## src/rtl/adder_pkg.sv

```systemverilog
// ============================================================================
// adder_pkg
// Shared widths and word type for the modified carry-select adder.
// Rev 1.0
// ============================================================================
`default_nettype none

package adder_pkg;
  localparam int WIDTH   = 32;
  localparam int GROUP   = 4;
  localparam int NGROUPS = WIDTH / GROUP;

  typedef logic [WIDTH-1:0] word_t;
endpackage

`default_nettype wire

```

## src/rtl/csla_bec_group4.sv

```systemverilog
// ============================================================================
// csla_bec_group4
// One carry-select group: RCA with cin=0, excess-1 converter, 2:1 select mux.
// Rev 1.0
// ============================================================================
`default_nettype none

module csla_bec_group4
  import adder_pkg::*;
(
  input  logic [GROUP-1:0] a,
  input  logic [GROUP-1:0] b,
  input  logic             cin_sel,
  output logic [GROUP-1:0] s,
  output logic             cout
);
  logic [GROUP-1:0] w_s0;
  logic [GROUP-1:0] w_s1;
  logic             w_c0;
  logic             w_c1;

  rca4 u_rca (
    .a    (a),
    .b    (b),
    .s    (w_s0),
    .cout (w_c0)
  );

  // BEC sees only the RCA result, so cin_sel touches nothing but the mux
  assign w_s1[0] = ~w_s0[0];
  assign w_s1[1] = w_s0[1] ^ w_s0[0];
  assign w_s1[2] = w_s0[2] ^ (w_s0[1] & w_s0[0]);
  assign w_s1[3] = w_s0[3] ^ (w_s0[2] & w_s0[1] & w_s0[0]);
  assign w_c1    = w_c0 | (w_s0[3] & w_s0[2] & w_s0[1] & w_s0[0]);

  assign s    = cin_sel ? w_s1 : w_s0;
  assign cout = cin_sel ? w_c1 : w_c0;
endmodule

`default_nettype wire

```

## src/rtl/full_adder.sv

```systemverilog
// ============================================================================
// full_adder
// Single-bit gate-level full adder.
// Rev 1.0
// ============================================================================
`default_nettype none

module full_adder (
  input  logic a,
  input  logic b,
  input  logic cin,
  output logic s,
  output logic cout
);
  logic w_p;

  assign w_p  = a ^ b;
  assign s    = w_p ^ cin;
  assign cout = (a & b) | (cin & w_p);
endmodule

`default_nettype wire

```

## src/rtl/rca4.sv

```systemverilog
// ============================================================================
// rca4
// 4-bit ripple-carry adder of full_adder cells, carry-in tied to zero.
// Rev 1.0
// ============================================================================
`default_nettype none

module rca4
  import adder_pkg::*;
(
  input  logic [GROUP-1:0] a,
  input  logic [GROUP-1:0] b,
  output logic [GROUP-1:0] s,
  output logic             cout
);
  logic [GROUP:0] w_c;

  assign w_c[0] = 1'b0;

  for (genvar i = 0; i < GROUP; i++) begin : g_fa
    full_adder u_fa (
      .a    (a[i]),
      .b    (b[i]),
      .cin  (w_c[i]),
      .s    (s[i]),
      .cout (w_c[i+1])
    );
  end

  assign cout = w_c[GROUP];
endmodule

`default_nettype wire

```

## src/rtl/bit_modified_carry_gate_level.sv

```systemverilog
// ============================================================================
// bit_modified_carry_gate_level
// 32-bit modified carry-select adder with registered sum and carry-out.
// Rev 1.0
// ============================================================================
`default_nettype none

module bit_modified_carry_gate_level
  import adder_pkg::*;
(
  input  logic             clk,
  input  logic             rst_n,
  input  logic [WIDTH-1:0] a,
  input  logic [WIDTH-1:0] b,
  output logic [WIDTH-1:0] sum,
  output logic             cout
);
  word_t            sum_d;
  word_t            sum_q;
  logic             cout_q;
  logic [NGROUPS:1] w_carry;

  rca4 u_g0 (
    .a    (a[GROUP-1:0]),
    .b    (b[GROUP-1:0]),
    .s    (sum_d[GROUP-1:0]),
    .cout (w_carry[1])
  );

  // Carry chain: G0 ripple, then one mux per group
  for (genvar k = 1; k < NGROUPS; k++) begin : g_grp
    csla_bec_group4 u_grp (
      .a       (a[k*GROUP +: GROUP]),
      .b       (b[k*GROUP +: GROUP]),
      .cin_sel (w_carry[k]),
      .s       (sum_d[k*GROUP +: GROUP]),
      .cout    (w_carry[k+1])
    );
  end

  always_ff @(posedge clk or negedge rst_n) begin
    if (!rst_n) begin
      sum_q  <= '0;
      cout_q <= 1'b0;
    end else begin
      sum_q  <= sum_d;
      cout_q <= w_carry[NGROUPS];
    end
  end

  assign sum  = sum_q;
  assign cout = cout_q;
endmodule

`default_nettype wire

```

## config.mk

```make
export PLATFORM = sky130hd
export DESIGN_NAME = bit_modified_carry_gate_level
export DESIGN_NICKNAME = d
export VERILOG_FILES = /design/src/rtl/adder_pkg.sv /design/src/rtl/csla_bec_group4.sv /design/src/rtl/full_adder.sv /design/src/rtl/rca4.sv /design/src/rtl/bit_modified_carry_gate_level.sv
export SDC_FILE = /design/constraint.sdc
export NUM_CORES = 1
export LEC_CHECK = 0
export CAP_MARGIN = 20
export CORE_ASPECT_RATIO = 0.75
export CORE_MARGIN = 1
export CORE_UTILIZATION = 39
export CTS_BUF_LIST = sky130_fd_sc_hd__clkbuf_4
export DETAILED_ROUTE_END_ITERATION = 16
export PLACE_DENSITY = 0.84
export SYNTH_ARGS = -nofsm -noshare
export SYNTH_HDL_FRONTEND = slang
export SYNTH_SLANG_ARGS = --single-unit
```

## constraint.sdc

```tcl
create_clock -name clk -period 0.8 [get_ports clk]
set_clock_uncertainty 0.2 [all_clocks]
set_input_delay 0.08 -clock clk [delete_from_list [all_inputs] [get_ports clk]]
set_output_delay 0.08 -clock clk [all_outputs]
set_load 0.05 [all_outputs]
```

* Word level (Yosys, flattened, before mapping)
Cells that the tools add are included.
** Word-level totals
- Bits in writable memories :: 0
- Input port bits :: 66
- Output and inout bits :: 33
- Word-level logic and storage cells :: 229
- Bits in read-only memories :: 0
- Memories kept :: 0
- Latch bits :: 0
- Bits in registers :: 33
** Cells by class
- Mux-type cells :: 14
- Shift operators :: 0
- $mul :: 0
- Bitwise logic cells :: 213
- Order comparisons :: 0
- $add $sub $neg :: 0
- Eq/ne operators :: 0
- Reductions and logical operators :: 0
- Div/mod/pow operators :: 0
** Operator list (count)
- $and A1 B1 Y1 :: 98
- $xor A1 B1 Y1 :: 77
- $or A1 B1 Y1 :: 31
- $mux W4 :: 7
- $mux W1 :: 7
- $not A1 Y1 :: 7

* Depth between registers and ports, before layout
- Depth after elaboration :: 17
- Depth in mapped cells :: 12
- Gate-level depth less buffers :: 12

* Modules after synthesis
A second synthesis with hierarchy kept.
** Second synthesis, totals
- Cells, all modules :: 136
- Area total of the unflattened synthesis :: 2039.5 um^2
** By module, submodules not included
- bit_modified_carry_gate_level :: instances 1, area each 825.8 um^2, sequential area each 825.8 um^2, cells an instance 33
- full_adder :: instances 32, area each 20.0 um^2, sequential area each 0.0 um^2, cells an instance 1
- csla_bec_group4 :: instances 7, area each 77.6 um^2, sequential area each 0.0 um^2, cells an instance 9
- rca4 :: instances 8, area each 3.8 um^2, sequential area each 0.0 um^2, cells an instance 1

* Worst setup path before layout
Ideal clock, no wire load.
- Path type :: in2reg
- From :: input a[12]
- To :: register sum_q[29], in the netlist sum[29]
- Arrival :: 2718 ps
- Slack :: -2244 ps
- Data required time :: 475 ps
- Stages :: 12
- Setup time :: 125 ps
- Buffers on the path :: 0
- Cells stage by stage :: ha_1 inv_1 fa_1 inv_1 fa_1 fa_1 and4b_1 nor4b_4 a221oi_2 o21ai_2 a31oi_4 mux2_4
** On the way
- Longest elaborated chain between the ends :: 15
- Elaborated cells on any way between the ends :: 20
- Classes of those cells :: mux: 5; bitwise: 15
** Ends and longest elaborated chain
- from (decl) :: RTL line bit_modified_carry_gate_level.sv:13 : input logic [WIDTH-1:0] a,
- $and A1 B1 Y1 (2 in series) :: RTL line full_adder.sv:19 : assign cout = (a & b) | (cin & w_p);
- $or A1 B1 Y1 :: RTL line full_adder.sv:19
- $and A1 B1 Y1 :: RTL line full_adder.sv:19
- $or A1 B1 Y1 :: RTL line full_adder.sv:19
- $xor A1 B1 Y1 :: RTL line full_adder.sv:18 : assign s = w_p ^ cin;
- $and A1 B1 Y1 (3 in series) :: RTL line csla_bec_group4.sv:34 : assign w_c1 = w_c0 | (w_s0[3] & w_s0[2] & w_s0[1] & w_s0[0]);
- $or A1 B1 Y1 :: RTL line csla_bec_group4.sv:34
- $mux W1 * (4 in series) :: RTL line csla_bec_group4.sv:37 : assign cout = cin_sel ? w_c1 : w_c0;
- $mux W4 * :: RTL line csla_bec_group4.sv:36 : assign s = cin_sel ? w_s1 : w_s0;
- named net g_grp[7].u_grp.s[1] :: RTL line csla_bec_group4.sv:14 : output logic [GROUP-1:0] s,
- to (signal assigned) :: RTL line bit_modified_carry_gate_level.sv:46 : sum_q <= sum_d;
- to (decl) :: RTL line bit_modified_carry_gate_level.sv:19 : word_t sum_q;
The timed path passes the listed nets; every way through them passes the cells marked *.

* Worst setup path after layout
- From :: input a[12]
- To :: register sum_q[22], in the netlist sum[22]
** On the way
- Longest elaborated chain between the ends :: 13
- Elaborated cells on any way between the ends :: 18
- Classes of those cells :: mux: 3; bitwise: 15
** Ends and longest elaborated chain (RTL line)
- $and A1 B1 Y1 (2 in series) :: full_adder.sv:19
- $or A1 B1 Y1 :: full_adder.sv:19
- $and A1 B1 Y1 :: full_adder.sv:19
- $or A1 B1 Y1 :: full_adder.sv:19
- $xor A1 B1 Y1 :: full_adder.sv:18
- $and A1 B1 Y1 (3 in series) :: csla_bec_group4.sv:34
- $or A1 B1 Y1 :: csla_bec_group4.sv:34
- $mux W1 * (2 in series) :: csla_bec_group4.sv:37
- $mux W4 * :: csla_bec_group4.sv:36
- named net g_grp[5].u_grp.s[2] :: csla_bec_group4.sv:14
Marked as above.

==> run metrics <==
status complete, but fails checks; failing checks hold timing, setup timing; final slew viol count 0; DRC 0; pre-CTS setup slack -2720 ps; Via-to-Cell Ratio 4.48; async set-reset flop share out of synthesis 100%; final core occ 82.8%; Routed WL per cell 15.2 um; DRT iter0 DRCs 50; Num CTS Buffers 5; most common library cells after synthesis inv_1 (40), dfrtp_1 (33), fa_1 (24); CP required 860 ps; post-synth top area cell dfrtp_1; Starting Density 41.1%; Peak VDD IR 1370 uV; synth top area cells dfrtp_1 (37%), fa_1 (22%), ha_1 (8.4%); Root Driver clkbuf_4; row count 23; grt ovf 0; max_cap viols 0; Antenna Cells 0; cell area power density 2100 mW/mm2; leakage 2.08 nW; cells after synthesis 180; fmax 352 MHz; number of synthesized register bits 33; crit path launch type input pin; Synth Flop Type dfrtp_1; RePlAce Congestion 0.769; Syn-to-layout area delta 102%; syn_area_per_cell 12.4 um2; CTS Hold Bufs 1; clock-pin slew on the worst setup and hold paths 100 ps; I/O pin count 99; vias in the first global route 2105; most frequent cell after synthesis inv_1; EDFF count, synth 0; Slew HR 79.3%; Post-layout nets 444; Worst Path Arrival 2900 ps; DIE HEIGHT 67.6 um; critical path peak fanout 3; vias 1860; Die Area 0.00604 mm2; GRT Total Usage 22.3%; post-synthesis net count 285; Port Buffers 98; synthesis warning total 0; Final HPWL DP 4700 um; setup TNS -62520 ps; Least-Margin Pin Slew 310 ps; first-pass GRT wire length 9620 um; largest net degree at the start of global routing 34; CTS Buffer Depth 2; sequence of cells on the critical path buf_6 > ha_4 > inv_2 > fa_2 > inv_2 > fa_2 > fa_1 > and4b_2 > nor4b_4 > a221o_2 > a31oi_4 > buf_6 > nand2b_4 > xnor2_2; Slowest-stage cell, CP fa_1; CTS tree yes; endpoints failing hold 5; CTS sink cnt 33; fin worst setup slack -2040 ps; WHS -251 ps; Seq/Total Area, Yosys 37.0%; Setup-failing EPs final 64; Min-Delay Path Depth 2; final wirelength 6300 um; DRT Pass-1 Iters 4; Yosys cell types 30; H-tree Lvls 2; FF/Latch Area 866 um2; Min-Delay Path Class input pin to register; area occupied by multi-input gates 0.00153 mm2; Mapped Area 0.00223 mm2; Fill cells 269; initial antenna violation count 0; core area 0.00544 mm2; minimum clock period 2840 ps; layout cells sized above 1 62.1%; CP Capture Type register; ANT nets after route 0; share of the synthesized area in the top cell type 37.0%; CP max stage delay 490 ps; Final Cycle Share 355%; Die Width 89.4 um; RSZ-0062 raised after global routing true; Setup CP Type input pin to register
[placed cells by master, fill, tap and decap left out, types with 3 or more instances in the layout]
cell,n
clkdlybuf4s15_1,6
nand2_1,6
nand2_2,3
ha_4,3
buf_4,36
inv_2,18
fa_2,13
dfrtp_2,32
buf_6,22
xnor2_2,9
buf_12,34
dlygate4sd2_1,7
fa_1,11
inv_1,20
clkbuf_4,6
xor2_1,7
mux2_4,4
xnor2_1,5
clkdlybuf4s50_1,42
ha_1,9
ha_2,3
[metal layers]
metal / track usage (%) / vias up / part of all wire (%)
li1: - / 882 / -
met1: 23.6 / 905 / 36
met2: 42.8 / 67 / 56
met3: 6.60 / 6 / 6.5
met4: 6.35 / 0 / 1.5
met5: 0 / - / 0
[cell families (layout without fill, tap and decap cells)]
group,Yosys count,count (layout),synth area share (%)
adder cells (fa/ha/maj),39,39,29.9
XOR/XNOR,21,21,8.23
buffers and inverters,40,200,6.72
multiplexers,4,4,2.18
AO/OA/AOI/OAI,14,14,6.33
flip-flops,33,33,37.0
AND/OR/NAND/NOR,29,29,9.69
[layout make-up]
| cell class | instances | area share (%) |
|---|---|---|
| well taps | 75 | 2.08 |
| flip-flops and latches | 33 | 19.2 |
| inverters | 40 | 3.44 |
| repair buffers | 152 | 39.6 |
| clock inverters | 2 | 0.750 |
| multi-input cells | 107 | 33.9 |
| clock buffers | 6 | 1.00 |
[worst max-delay path, delay by kind of cell]
family | cells | cell delay, ps
AOI/OAI and AO/OA | 2 | 690
and+or+nand+nor | 3 | 550
buffers and inverters | 4 | 330
xor gates and xnor gates | 1 | 100
adders and majority gates | 4 | 1160
[power breakdown]
part	leakage (nW)	switching, mW	total, mW	internal, mW
logic	1.68	2.70	5.72	3.02
clock network	0.0433	0.598	1.28	0.684
registers	0.353	0.328	2.46	2.13
total	2.08	3.62	9.46	5.83
[metrics by stage]
stage | hold WS, ps | cell area [um2] | instances | power, mW
after floorplan | -416 | 2350 | 180 | 4.80
after global placement | -146 | 4070 | 393 | 7.59
after detailed placement | -140 | 4070 | 393 | 7.74
after CTS | -270 | 4380 | 411 | 9.31
after global routing | -287 | 4510 | 415 | 9.92
final | -251 | 4510 | 415 | 9.46
[state kept, by name, summed over array words and instances, names as in the netlist]
register  count
cout          1
sum          32
[timing repair]
action	in CTS	in global routing
setup endpoints to repair	65	64
endpoints found under the hold margin	38	5
setup buffers	11	8
gates cloned	0	0
pin swaps	40	36
gates resized for setup	98	32
[path summary, 6_finish.rpt]
check	endpoint	startpoint	slack, ps
max in group asynchronous	sum[27]	rst_n	180
max	sum[22]	a[12]	-2040
min	sum[0]	b[0]	-250
min in group asynchronous	sum[17]	rst_n	20
(Power assumes the default switching activity.)
